**config.mk**
```make
export PLATFORM = sky130hd
export DESIGN_NAME = seven_seg_scanner
export DESIGN_NICKNAME = d
export VERILOG_FILES = /design/src/rtl/seven_seg_scanner.sv
export SDC_FILE = /design/constraint.sdc
export NUM_CORES = 1
export LEC_CHECK = 0
export CAP_MARGIN = 20
export CORE_UTILIZATION = 45
export CTS_CLUSTER_DIAMETER = 120
export DETAILED_ROUTE_END_ITERATION = 10
export PLACE_DENSITY_LB_ADDON = 0.05
export SYNTH_ARGS = -nofsm -noshare
export SYNTH_HDL_FRONTEND = slang
export SYNTH_SLANG_ARGS = --single-unit
```
**constraint.sdc**
```tcl
create_clock -name clock -period 4.4 [get_ports clock]
set_clock_uncertainty 0.05 [all_clocks]
set_input_delay 0.66 -clock clock [delete_from_list [all_inputs] [get_ports clock]]
set_output_delay 0.66 -clock clock [all_outputs]
set_load 0.05 [all_outputs]
```
**src/rtl/seven_seg_scanner.sv**
```systemverilog
// ============================================================================
// seven_seg_scanner
// ----------------------------------------------------------------------------
// Time-multiplexed driver for a common-anode multi-digit seven-segment
// display. One digit is shown per slot of TICK_DIV clock cycles. Digit data is
// double-buffered: a load strobe fills the pending buffer, and the pending
// contents move to the active buffer only at a frame boundary. As a result a
// frame never mixes old and new data.
//
// Optional feature macro: SEVEN_SEG_BRIGHTNESS_EN
//   When defined, a 4-bit brightness input is added. The selected anode is
//   only driven low during the first (brightness+1)/16 of each slot.
//   When undefined, the selected anode is low for the whole slot.
//
// Parameters
//   NUM_DIGITS      number of digits, 2..16
//   TICK_DIV        clock cycles per digit slot, >=16 and a multiple of 16
//
// Ports
//   clock           system clock, all state on the rising edge
//   reset_n         asynchronous active-low reset
//   load            one-cycle strobe that captures digits_in/dp_in as pending
//   digits_in       nibble k is digit k, digit 0 is the rightmost
//   dp_in           decimal point per digit, 1 = lit
//   lz_suppress     1 = blank leading zero digits (digit 0 is never blanked)
//   brightness      (SEVEN_SEG_BRIGHTNESS_EN only) on-time in 1/16 steps
//   anode           active-low digit select, registered
//   cathode         active-low segments {g,f,e,d,c,b,a}, registered
//   dp_n            active-low decimal point, registered
//   update_pending  pending data has not yet reached the active buffer
//   frame_done      one-cycle pulse as the last digit slot ends
// ============================================================================
module seven_seg_scanner #(
    parameter int NUM_DIGITS = 8,
    parameter int TICK_DIV   = 100000
) (
    input  logic                    clock,
    input  logic                    reset_n,
    input  logic                    load,
    input  logic [4*NUM_DIGITS-1:0] digits_in,
    input  logic [NUM_DIGITS-1:0]   dp_in,
    input  logic                    lz_suppress,
`ifdef SEVEN_SEG_BRIGHTNESS_EN
    input  logic [3:0]              brightness,
`endif
    output logic [NUM_DIGITS-1:0]   anode,
    output logic [6:0]              cathode,
    output logic                    dp_n,
    output logic                    update_pending,
    output logic                    frame_done
);

    localparam int TICK_W = $clog2(TICK_DIV);
    localparam int IDX_W  = $clog2(NUM_DIGITS);

    localparam logic [TICK_W-1:0] TICK_LAST = TICK_W'(TICK_DIV - 1);
    localparam logic [IDX_W-1:0]  IDX_LAST  = IDX_W'(NUM_DIGITS - 1);

    logic [TICK_W-1:0]       tick_cnt;
    logic [IDX_W-1:0]        digit_idx;
    logic                    slot_end;
    logic                    frame_end;

    logic [4*NUM_DIGITS-1:0] pending_digits;
    logic [NUM_DIGITS-1:0]   pending_dp;
    logic [4*NUM_DIGITS-1:0] active_digits;
    logic [NUM_DIGITS-1:0]   active_dp;

    logic [3:0]              sel_nibble;
    logic                    sel_dp;
    logic                    sel_blank;
    logic                    zero_run;
    logic                    seg_lit;
    logic [NUM_DIGITS-1:0]   anode_next;
    logic [6:0]              cathode_next;

    // Active-low hex glyphs, bit order {g,f,e,d,c,b,a}.
    function automatic logic [6:0] hex_to_seg(input logic [3:0] nibble);
        logic [6:0] seg;
        case (nibble)
            4'h0:    seg = 7'b1000000;
            4'h1:    seg = 7'b1111001;
            4'h2:    seg = 7'b0100100;
            4'h3:    seg = 7'b0110000;
            4'h4:    seg = 7'b0011001;
            4'h5:    seg = 7'b0010010;
            4'h6:    seg = 7'b0000010;
            4'h7:    seg = 7'b1111000;
            4'h8:    seg = 7'b0000000;
            4'h9:    seg = 7'b0010000;
            4'hA:    seg = 7'b0001000;
            4'hB:    seg = 7'b0000011;
            4'hC:    seg = 7'b1000110;
            4'hD:    seg = 7'b0100001;
            4'hE:    seg = 7'b0000110;
            default: seg = 7'b0001110;
        endcase
        return seg;
    endfunction

    assign slot_end   = (tick_cnt == TICK_LAST);
    assign frame_end  = slot_end && (digit_idx == IDX_LAST);
    assign frame_done = frame_end;

    // Slot timer and digit pointer. digit_idx wraps explicitly so that digit
    // counts that are not a power of two still scan correctly.
    always_ff @(posedge clock or negedge reset_n) begin
        if (!reset_n) begin
            tick_cnt  <= '0;
            digit_idx <= '0;
        end else if (slot_end) begin
            tick_cnt  <= '0;
            digit_idx <= (digit_idx == IDX_LAST) ? '0 : digit_idx + 1'b1;
        end else begin
            tick_cnt  <= tick_cnt + 1'b1;
        end
    end

    // Double buffer. A load always lands in pending. At the frame boundary
    // the previous pending contents move to active. A load on that same cycle
    // keeps update_pending set, so its new data waits for the next frame.
    always_ff @(posedge clock or negedge reset_n) begin
        if (!reset_n) begin
            pending_digits <= '0;
            pending_dp     <= '0;
            active_digits  <= '0;
            active_dp      <= '0;
            update_pending <= 1'b0;
        end else begin
            if (frame_end && update_pending) begin
                active_digits <= pending_digits;
                active_dp     <= pending_dp;
            end
            if (load) begin
                pending_digits <= digits_in;
                pending_dp     <= dp_in;
                update_pending <= 1'b1;
            end else if (frame_end) begin
                update_pending <= 1'b0;
            end
        end
    end

    // Select the current digit and decide on blanking. The scan runs from the
    // most significant digit downwards, and zero_run stays set only while
    // every nibble seen so far is zero. Therefore a digit is blanked exactly
    // when it and all digits above it are zero.
    always_comb begin
        sel_nibble = 4'h0;
        sel_dp     = 1'b0;
        sel_blank  = 1'b0;
        zero_run   = 1'b1;
        for (int k = NUM_DIGITS - 1; k >= 0; k--) begin
            zero_run = zero_run && (active_digits[4*k +: 4] == 4'h0);
            if (digit_idx == IDX_W'(k)) begin
                sel_nibble = active_digits[4*k +: 4];
                sel_dp     = active_dp[k];
                sel_blank  = lz_suppress && zero_run && (k != 0);
            end
        end
    end

    // Anode on-time within a slot. The brightness build shortens the on-time
    // in 1/16 steps of the slot.
`ifdef SEVEN_SEG_BRIGHTNESS_EN
    logic [31:0] on_time;
    always_comb begin
        on_time = (32'(brightness) + 32'd1) * 32'(TICK_DIV / 16);
        seg_lit = (32'(tick_cnt) < on_time);
    end
`else
    assign seg_lit = 1'b1;
`endif

    // Next values for the output registers. These are driven from the
    // current digit_idx, so the pins follow the pointer one cycle later.
    always_comb begin
        anode_next = '1;
        for (int k = 0; k < NUM_DIGITS; k++) begin
            anode_next[k] = !(seg_lit && (digit_idx == IDX_W'(k)));
        end
        cathode_next = sel_blank ? 7'b1111111 : hex_to_seg(sel_nibble);
    end

    // Registered pin drivers. Reset forces the display dark.
    always_ff @(posedge clock or negedge reset_n) begin
        if (!reset_n) begin
            anode   <= '1;
            cathode <= 7'b1111111;
            dp_n    <= 1'b1;
        end else begin
            anode   <= anode_next;
            cathode <= cathode_next;
            dp_n    <= ~sel_dp;
        end
    end

endmodule

```
==> results of run 1 <==
cell usage after synthesis, types with 4 or more instances:
| cell type | instances |
|---|---|
| nand2_1 | 28 |
| inv_1 | 17 |
| mux2_4 | 40 |
| xnor2_1 | 6 |
| mux2_2 | 44 |
| xor2_1 | 8 |
| o21ai_0 | 12 |
| nand3_1 | 12 |
| nand2b_1 | 4 |
| buf_6 | 4 |
| dfrtp_1 | 101 |
| nor2_1 | 21 |
| clkbuf_1 | 14 |
| ha_1 | 13 |
| o22ai_1 | 4 |
| mux2i_1 | 5 |
| and3_1 | 4 |
| dfstp_2 | 16 |
| a21oi_1 | 9 |
| nor4_1 | 8 |
cell families after synthesis:
kind of cell,count (synthesis)
multiplexers,89
AO/OA/AOI/OAI,52
AND/OR/NAND/NOR,95
buffers and inverters,37
flip-flops,117
adder cells (fa/ha/maj),13
XOR/XNOR,14
area by class of cell:
type	instances	area, um^2
Timing Repair Buffer	64	626
Clock buffer	20	457
Tap cell	143	179
Inverter	18	68.8
Multi-Input combinational cell	263	2280
Sequential cell	117	2950
Clock inverter	11	133
Fill cell	944	4870
power breakdown:
part	switching (mW)	total (mW)	internal [mW]
combinational	0.0393	0.107	0.0672
clock	0.458	1.37	0.908
sequential	0.0201	1.14	1.12
total	0.518	2.61	2.09
state kept, by name (all words and copies together) (netlist names):
register        cells
pending_dp          8
tick_cnt           17
anode               8
update_pending      1
active_dp           8
cathode             7
digit_idx           3
active_digits      32
dp_n                1
pending_digits     32
path summary, 6_finish.rpt:
path,cells past startpoint,slack [ps],to,start
min in group clock,1,410,dp_n,active_dp[0]
setup reg to reg,12,1060,cathode[3],digit_idx[2]
hold / removal,1,300,tick_cnt[9],reset_n
setup / recovery,8,390,frame_done,tick_cnt[13]
max in group asynchronous,2,3120,anode[1],reset_n
hold reg to reg,1,410,dp_n,active_dp[0]
routing by layer:
metal | part of all wire (%) | GRT usage (%) | vias up | wire length (um)
met5 | 0 | 0 | - | 0
met4 | 0.68 | 6.04 | 0 | 69
met3 | 3.9 | 5.88 | 8 | 401
met2 | 45 | 26.6 | 70 | 4540
met1 | 51 | 25.2 | 1673 | 5150
li1 | - | - | 1614 | -
through the flow:
step           std cells  util (%)  area, um^2  worst slack, ps
3_3_place_gp         605      52.8        6100              786
5_1_grt              636      57.8        6690              231
4_1_cts              636      57.8        6690              346
2_1_floorplan        417         -        5400             1600
3_5_place_dp         605      52.8        6100              791
6_report             636      57.8        6690              387
worst max-delay path: stages (launching register included):
cell	delay, ps
dfrtp_1	400
or4b_1	510
or4b_1	500
nor4_1	150
and3_1	180
buf_4	200
nand2_2	80
clkinv_2	80
clkdlybuf4s50_1	800
==> flow_summary.yaml, run 1 <==
run_status:
  outcome: "finished with violations"
  violations: "DRC"
grt:
  grt_pass1_vias: 3434
  grt_start_max_net_pins: 66
  grt_use_total_pct: 18.1
  antenna_found_initial: 0
  grt_overflow: 0
  grt_pass1_wl_um: 17400
die:
  start_util_pct: 46.7
  ioPinCount: 62
  row_count: 39
  fp.dieH_um: 112
  die_w_um: 112
  dieArea_um2: 12400
  coreArea_um2: 11600
clock_tree:
  post-cts-setup-buffer-count: 0
  clkTransAtPathRegs_ps: 50
  clock_sinks: 117
  ctsResizeCount: 0
  htree_num_levels: 4
  cts_hold_buf: 0
  ctsLongestPathBuffers: 2
  clk_latency_ps: 400
  cts_tree: "built"
  ctsRootBufferMaster: "clkbuf_16"
  cts-buffers-inserted: 17
logic_synthesis:
  syn_area_um2: 5400
  ys.flop_type: "dfrtp_1"
  synth_top_area_share_pct: 46.8
  async_reset_ff_share_pct: 100
  syn_nets: 474
  synth_compound_area_share_pct: 6.95
  ys_types: 53
  synth_area_leaders: "dfrtp_1, mux2_4, mux2_2, dfstp_2, ha_1"
  yosys.area_share.simple_pct: 8.76
  synth_top_family_by_area: "multiplexers"
  syn_inst: 417
  synth-xor-area-share_pct: 2.27
  synthMuxAreaShare_pct: 21.2
  ys_seq_elements: 117
  synth_edf_count: 0
  synth.avg_cell_area_um2: 13.0
  ys_seq_area_share_pct: 54.6
  synthAdderAreaFrac_pct: 3.01
  yosysWarnings: 0
  yosysTopAreaCell: "dfrtp_1"
detailed_routing:
  wl_um: 10200
  via_per_inst: 5.29
  first_pass_iters: 9
  remaining_drc_errors: 4
  wl_per_cell_um: 16.0
  postRouteAntennaNets: 0
  drtIter0Drc: 196
  vias: 3365
cells_and_area:
  final_cell_mix: "dfrtp_1, clkdlybuf4s50_1, mux2_2, mux2_4, nand2_1"
  finalNetCount: 538
  drive_gt1_share_pct: 29.0
  syn_to_final_growth_pct: 23.9
  final_common_cell: "dfrtp_1"
  diodes: 0
sta:
  worst_slew_pin_slew_ps: 950
  fin_setup_tns_ps: 0
  relSlewSlack_pct: 36.7
  timing.fmax_ghz: 0.249
  grt_setup_unrepaired: "no"
  hold_violations: 0
  setup_violations: 0
  hold_ws_ps: 299
  layout_min_cycle_time_ps: 4010
  fin_crit_sh_pct: 91.2
  drv_slew: 0
worst_setup_path:
  cp_max_fo: 15
  crit_required_ps: 3690
  worstSetupPathType: "reg2out"
  crit_arrival_ps: 3300
  startpoint_type: "flop"
  crit_path_end_kind: "output port"
place:
  gp_congestion: 0.837
  dp_hpwl_um: 6910
  portBuffers: 61
power_and_ir_drop:
  p_leak_nw: 3.06
  p_total_mw: 2.61
  power_density_nw_per_um2: 390
  vdd_ir_drop_max_mv: 0.260
run:
  cap_viol_max_count: 0
worst_hold_path:
  holdCritPathClass: "in2async"
(Power assumes the default switching activity.)
==> inputs of run 2 (changes only) <==
Settings changed: CORE_MARGIN set to 2.
==> run 2 against run 1 <==
Against the previous run:
- the run now ends clean
- clock power shrank 6%
- wire length grew 2.9%
- non-clock buffer count is the same
==> flow_summary.yaml, run 2 (synthesis results as in run 1) <==
run_status:
  outcome: "completed"
die:
  coreArea_um2: 11900
  fp.dieH_um: 114
  dieArea_um2: 12900
  row_count: 40
  die_w_um: 114
  ioPinCount: 62
  start_util_pct: 45.5
detailed_routing:
  wl_um: 10500
  remaining_drc_errors: 0
  vias: 3410
  via_per_inst: 5.32
  postRouteAntennaNets: 0
  drtIter0Drc: 183
  first_pass_iters: 4
  wl_per_cell_um: 16.3
worst_setup_path:
  reg2reg_from: "digit_idx[2]"
  crit_top_cell: "or4b_1"
  rr_endpoint: "cathode[3]"
  cp_slowest_cell: "clkdlybuf4s50_1"
  slowest_delay_ps: 800
  crit_arrival_ps: 3220
  worstSetupPathType: "reg2out"
  crit_path_end_kind: "output port"
  startpoint_type: "flop"
  timing.reg2reg.setup_slack_ps: 1110
  cp_max_fo: 4
  crit_required_ps: 3690
  worstRegToRegCells: 12
  worstPathCellList: "or4b_1 -> or4b_1 -> nor4_1 -> and3_1 -> nand2_2 -> clkinv_2 -> clkdlybuf4s50_1"
sta:
  hold_violations: 0
  drv_slew: 0
  hold_ws_ps: 125
  timing.fmax_ghz: 0.254
  grt_setup_unrepaired: "no"
  worst_slew_pin_slew_ps: 965
  fin_crit_sh_pct: 89.4
  setup_violations: 0
  relSlewSlack_pct: 35.6
  layout_min_cycle_time_ps: 3930
  fin_setup_tns_ps: 0
place:
  portBuffers: 61
  dpl_cell_area_um2: 6100
  dp_hpwl_um: 7000
  gp_congestion: 0.834
clock_tree:
  ctsRootBufferMaster: "clkbuf_16"
  cts-buffers-inserted: 17
  ctsLongestPathBuffers: 2
  clock_sinks: 117
  ctsResizeCount: 0
  post-cts-setup-buffer-count: 0
  htree_num_levels: 4
  cts_tree: "built"
  cts_hold_buf: 0
  clk_latency_ps: 410
  clkTransAtPathRegs_ps: 50
power_and_ir_drop:
  vdd_ir_drop_max_mv: 0.335
  p_leak_nw: 3.06
  power_density_nw_per_um2: 379
  p_total_mw: 2.53
grt:
  grt_pass1_wl_um: 17300
  antenna_found_initial: 0
  grt_pass1_vias: 3392
  grt_use_total_pct: 17.6
  grt_start_max_net_pins: 87
  grt_overflow: 0
cells_and_area:
  final_cell_mix: "dfrtp_1, clkdlybuf4s50_1, mux2_2, mux2_4, nand2_1"
  multiInputGateArea_um2: 2280
  finalNetCount: 538
  final_common_cell: "dfrtp_1"
  drive_gt1_share_pct: 28.5
  diodes: 0
  largestRegisters: "active_digits x32, pending_digits x32, tick_cnt x17"
  syn_to_final_growth_pct: 23.9
  final_util_pct: 56.4
  fin_area_um2: 6690
  fillerInstances: 966
  regArea_um2: 2950
run:
  cap_viol_max_count: 0
worst_hold_path:
  holdCritPathClass: "in2async"
[run 2: how the worst max path moves through the flow]
stage / from / endpoint / slack, ps / cells past startpoint
after floorplan: tick_cnt[13] / active_digits[0] / 1600 / 10
after global placement: tick_cnt[13] / frame_done / 960 / 7
after detailed placement: tick_cnt[13] / frame_done / 890 / 7
after CTS: tick_cnt[13] / frame_done / 420 / 7
after global routing: tick_cnt[13] / frame_done / 320 / 7
final: tick_cnt[13] / frame_done / 470 / 7
[run 2: area by class of cell]
cell class | count | area share [%]
Clock buffer | 29 | 8.23
Clock inverter | 3 | 0.224
Inverter | 18 | 1.03
Multi-Input combinational cell | 263 | 34.1
Sequential cell | 117 | 44.1
Tap cell | 147 | 2.75
Timing Repair Buffer | 64 | 9.65
[run 2: worst max-delay path: cells and delay by family, from the launching register on]
kind	cells	cell delay, ps
DFF	1	410
buffers and inverters	2	880
and+or+nand+nor	5	1520
[run 2: power by group]
group / internal (mW) / switching (mW) / leakage (nW)
Sequential: 1.12 / 0.0206 / 1.47
Clock: 0.836 / 0.453 / 0.283
Combinational: 0.0692 / 0.0401 / 1.31
Total: 2.02 / 0.513 / 3.06
[run 2: through the flow]
| step | cells | setup WS, ps |
|---|---|---|
| CTS | 640 | 423 |
| floorplan | 417 | 1600 |
| global placement | 608 | 960 |
| finish | 641 | 466 |
| global route | 641 | 324 |
| detailed placement | 608 | 891 |
[run 2: metal layers]
layer | global-route usage (%) | part of all wire (%) | up-vias
li1 | - | - | 1622
met1 | 24.5 | 49 | 1709
met2 | 25.7 | 45 | 66
met3 | 5.58 | 5.0 | 13
met4 | 7.07 | 1.6 | 0
met5 | 0 | 0 | -
